`src/rtl/interval_timer.sv`:
```
// interval_timer: counts enabled ticks up to a runtime-loadable terminal count.
// Supports one-shot and periodic modes, hold (pause), synchronous clear and
// registered fin/wrap/busy outputs.
// Optional feature macro: TIMER_PRESCALE_EN adds an i_presc_div port and a tick
// prescaler; when undefined every un-held cycle in RUN is a tick.
module interval_timer #(
    parameter int unsigned WIDTH         = 9,
    parameter int unsigned DEFAULT_LIMIT = 350,
    parameter int unsigned PRESC_WIDTH   = 4
) (
    input  logic                   i_clk,
    input  logic                   i_reset,
    input  logic                   i_en,
    input  logic                   i_hold,
    input  logic                   i_clr,
    input  logic                   i_mode,
    input  logic                   i_limit_wr,
    input  logic [WIDTH-1:0]       i_limit_in,
`ifdef TIMER_PRESCALE_EN
    input  logic [PRESC_WIDTH-1:0] i_presc_div,
`endif
    output logic [WIDTH-1:0]       o_count,
    output logic                   o_fin,
    output logic                   o_wrap,
    output logic                   o_busy
);

    localparam logic [WIDTH-1:0] LP_DEFAULT_LIMIT = WIDTH'(DEFAULT_LIMIT);
    localparam logic [WIDTH-1:0] LP_ONE           = WIDTH'(1);

    typedef enum logic [1:0] {
        StIdle = 2'd0,
        StRun  = 2'd1,
        StDone = 2'd2
    } state_e;

    state_e           r_state;
    state_e           w_state_next;
    logic [WIDTH-1:0] r_count;
    logic [WIDTH-1:0] w_count_next;
    logic [WIDTH-1:0] w_count_inc;
    logic [WIDTH-1:0] r_limit;
    logic             r_fin;
    logic             r_wrap;
    logic             r_busy;
    logic             w_wrap_next;
    logic             w_active;
    logic             w_tick;

    // A counting opportunity: enabled, not cleared, not paused, and in RUN.
    assign w_active    = i_en && !i_clr && !i_hold && (r_state == StRun);
    assign w_count_inc = r_count + LP_ONE;

`ifdef TIMER_PRESCALE_EN
    logic [PRESC_WIDTH-1:0] r_presc;
    logic [PRESC_WIDTH-1:0] w_presc_next;

    // Tick fires when the prescaler has reached the programmed divisor.
    assign w_tick = (r_presc == i_presc_div);

    // Prescaler next state: cleared by disable/clear, advanced only while active.
    always_comb begin
        w_presc_next = r_presc;
        if (!i_en || i_clr) begin
            w_presc_next = '0;
        end else if (w_active) begin
            if (w_tick) begin
                w_presc_next = '0;
            end else begin
                w_presc_next = r_presc + PRESC_WIDTH'(1);
            end
        end
    end

    // Prescaler register.
    always_ff @(posedge i_clk) begin
        if (i_reset) begin
            r_presc <= '0;
        end else begin
            r_presc <= w_presc_next;
        end
    end
`else
    assign w_tick = 1'b1;
`endif

    // Next-state, next-count and wrap pulse, in priority order en > clr > hold > tick.
    always_comb begin
        w_state_next = r_state;
        w_count_next = r_count;
        w_wrap_next  = 1'b0;
        if (!i_en) begin
            w_state_next = StIdle;
            w_count_next = '0;
        end else begin
            case (r_state)
                StIdle: begin
                    // Entering RUN does not take a count on this edge.
                    w_state_next = StRun;
                    w_count_next = '0;
                end
                StRun, StDone: begin
                    if (i_clr) begin
                        w_state_next = StRun;
                        w_count_next = '0;
                    end else if (w_active && w_tick) begin
                        if (!i_mode) begin
                            // >= also catches a limit lowered below the current count.
                            if (r_count >= r_limit) begin
                                w_state_next = StDone;
                            end else begin
                                w_count_next = w_count_inc;
                                if (w_count_inc == r_limit) begin
                                    w_state_next = StDone;
                                end
                            end
                        end else begin
                            if (r_count >= r_limit) begin
                                w_count_next = '0;
                                w_wrap_next  = 1'b1;
                            end else begin
                                w_count_next = w_count_inc;
                            end
                        end
                    end
                end
                default: begin
                    w_state_next = StIdle;
                    w_count_next = '0;
                end
            endcase
        end
    end

    // State, count and registered status outputs.
    always_ff @(posedge i_clk) begin
        if (i_reset) begin
            r_state <= StIdle;
            r_count <= '0;
            r_fin   <= 1'b0;
            r_wrap  <= 1'b0;
            r_busy  <= 1'b0;
        end else begin
            r_state <= w_state_next;
            r_count <= w_count_next;
            r_fin   <= (w_state_next == StDone);
            r_wrap  <= w_wrap_next;
            r_busy  <= (w_state_next == StRun);
        end
    end

    // Limit register; a tick on the load edge still sees the old value.
    always_ff @(posedge i_clk) begin
        if (i_reset) begin
            r_limit <= LP_DEFAULT_LIMIT;
        end else if (i_limit_wr) begin
            r_limit <= i_limit_in;
        end
    end

    assign o_count = r_count;
    assign o_fin   = r_fin;
    assign o_wrap  = r_wrap;
    assign o_busy  = r_busy;

endmodule
```
`config.mk`:
```
export PLATFORM = sky130hd
export DESIGN_NAME = interval_timer
export DESIGN_NICKNAME = d
export VERILOG_FILES = /design/src/rtl/interval_timer.sv
export SDC_FILE = /design/constraint.sdc
export NUM_CORES = 1
export LEC_CHECK = 0
export CAP_MARGIN = 15
export CORE_UTILIZATION = 35
export DETAILED_ROUTE_END_ITERATION = 10
export PLACE_DENSITY = 0.65
export SKIP_LAST_GASP = 1
export SLEW_MARGIN = 10
export SYNTH_ARGS = -nofsm -noshare
export SYNTH_HDL_FRONTEND = slang
export SYNTH_SLANG_ARGS = --single-unit
export TNS_END_PERCENT = 30
```
`constraint.sdc`:
```
create_clock -name i_clk -period 2.15 [get_ports i_clk]
set_input_delay 0.215 -clock i_clk [delete_from_list [all_inputs] [get_ports i_clk]]
set_output_delay 0.215 -clock i_clk [all_outputs]
set_load 0.01 [all_outputs]
```
==> impl_metrics.ini <==
[setup_path]
r2r_slack_ns = 0.04
crit_chain = inv_1 > ha_1 > a21o_1 > a21o_1 > a21o_1 > a21o_1 > nor3b_2 > o311a_1
cp-end-kind = flip-flop
cp_max_fo = 5
crit_type = reg2reg
path_common_cell = a21o_1
cp-start-kind = flip-flop
path_delay_family = compound AO/OA/AOI/OAI gates
cp_data_arrival_time_ns = 2.27
required_ns = 2.31
slowest_delay_ns = 0.36
slowest_stage = o311a_1
critPathBufInv = 1

[yosys]
yosysMostFrequentCell = dfxtp_1
synth_edf_count = 0
synthArstFlopShare_pct = 0
yosysWarningCount = 0
yosys-top-cells-area = dfxtp_1, ha_1, inv_1
synth_top_area_share_pct = 30.4
synth_cell_types = 47
synth_top_area_cell = dfxtp_1
ys_top_cells_by_count = dfxtp_1, inv_1, nor2_1
avgSynthCellArea_sq_um = 8.36
ys_seq_elements = 23
ys_seq_area_share_pct = 30.4
synth_area_sq_um = 1510
syn_nets = 210
ys.flop_type = dfxtp_1
netlist_instances = 181

[sta]
min_period_over_period_pct = 98.0
hold_viol = 0
fin_skew_ns = 0.00295
drv_slew = 0
layout_setup_ws_ns = 0.0437
period_needed_ns = 2.11
worst_slew_pin_slew_ns = 0.520
hold_ws_ns = 0.515
max_freq_mhz = 475
slew-limit-headroom_pct = 65.2
setup_violations = 0
rsz0062_at_grt = yes

[final_layout]
final_core_util_pct = 50.0
finalNetCount = 259
fill_cells = 411
drive_above_1_share_pct = 17.9
num_antenna_cells = 0
area_growth_pct = 35.0

[die]
die_area_sq_um = 4590
fp.dieH_um = 67.8
ios = 28
coreArea_sq_um = 4090
die-width_um = 67.8
start_util_pct = 37.0
row_count = 23

[grt]
gr-total-overflow = 0
grt_max_degree = 16
antenna_found_initial = 0
grt_usage_pct = 17.6
grt_pass1_vias = 1317
grt_pass1_wl_mm = 5.95

[detailed_routing]
drc = 0
wl_mm = 3.57
antenna_left = 0
firstDrtPassIters = 4
vias = 1434
drt_iter0_drc = 36
viasPerCell = 5.14
wl_per_cell_um = 12.8

[clock_tree]
cts_tree = done
cts_sinks = 23
clock_path_buffers = 2
cts_made_buffers = 3
cts_root_buf = clkbuf_8
htree_levels = 1
path_clk_slew_ns = 0.08
insertion_delay_ns = 0.27

[power_and_ir_drop]
peakVddDrop_mv = 0.207
powerDensity_nw_per_um2 = 410
p_leak_uw = 0.000871

[place]
hpwl_mm = 2.84
post-place-ws_ns = 0.0362
port_buffers = 27
place_congestion = 0.827

[outcome]
status = completed

[hold_path]
hold_class = in2reg

[flow_run]
maxCapViolCount = 0
## area by class of cell
class                      count  area (sq um)  area share (%)
tap                           50          62.6            3.06
clock buffer                   4          45.0            2.20
inverter                      20          75.1            3.67
sequential                    23           463            22.7
multi-input combinational    133           962            47.1
timing repair buffer          49           435            21.3
## power by group
part	total [uW]	switching (uW)	internal, uW
Clock	275	143	133
Sequential	451	10.7	440
Combinational	112	49.1	62.5
Total	838	202	636
## timing repair
item	CTS	global route
buffers inserted	0	2
endpoints found under the setup margin	0	12
hold endpoints to repair	0	0
hold buffers	0	0
gates resized for setup	0	8
## layer usage
layer	up-vias	track usage, %	wire length (um)
met1	656	23.2	1750
met2	33	27.1	1570
met4	0	9.11	72
met3	5	3.04	180
li1	740	-	-
met5	-	0	0
## registers in the layout (all words and copies together) (netlist names)
register	count
o_count	9
r_limit	9
r_state	2
o_busy	1
o_fin	1
o_wrap	1
## kinds of logic (layout without fill, tap and decap cells)
kind of cell	Yosys count	in the layout	synth area share (%)
buffers and inverters	25	73	6.94
adders and majority gates	13	13	10.7
and+or+nand+nor	61	61	22.1
AOI/OAI and AO/OA	47	47	22.6
xor gates and xnor gates	9	9	5.21
muxes	3	3	1.98
DFF	23	23	30.4
## tightest hold or removal path, stage by stage
cell and delay, ns:
clkdlybuf4s50_1 0.40, nand2_1 0.05, o211ai_1 0.07
## path summary, 6_finish.rpt
| path | startpoint | to | cells after the start |
|---|---|---|---|
| min | i_limit_in[8] | r_limit[8] | 3 |
| max | r_limit[6] | o_fin | 8 |
| min reg2reg | r_limit[6] | r_limit[6] | 2 |
| max reg2reg | r_limit[6] | o_fin | 8 |
## per-stage QoR
step           instances  total power (uW)  instance area, sq um  TNS (ns)
3_3_place_gp         273               570                  1970         0
5_1_grt              279               877                  2040   -0.0804
6_report             279               838                  2040         0
2_1_floorplan        181               516                  1520         0
3_5_place_dp         273               571                  1970         0
4_1_cts              277               848                  2010         0
## cell usage in the layout, fill, tap and decap left out, drive strengths merged, types with 2 or more instances in the layout
cell / instances
clkdlybuf4s50: 27
clkbuf: 4
o21ai: 15
a31oi: 3
dfxtp: 23
nand3: 5
nor3: 5
or3: 2
a211oi: 2
a21o: 4
a21oi: 4
nand2b: 3
ha: 13
o211ai: 8
nand2: 13
o311a: 3
xnor2: 6
buf: 22
xor2: 3
mux2i: 3
inv: 20
nor2: 17
nor4: 3
and2: 4
Power figures use the tool's default switching activity.
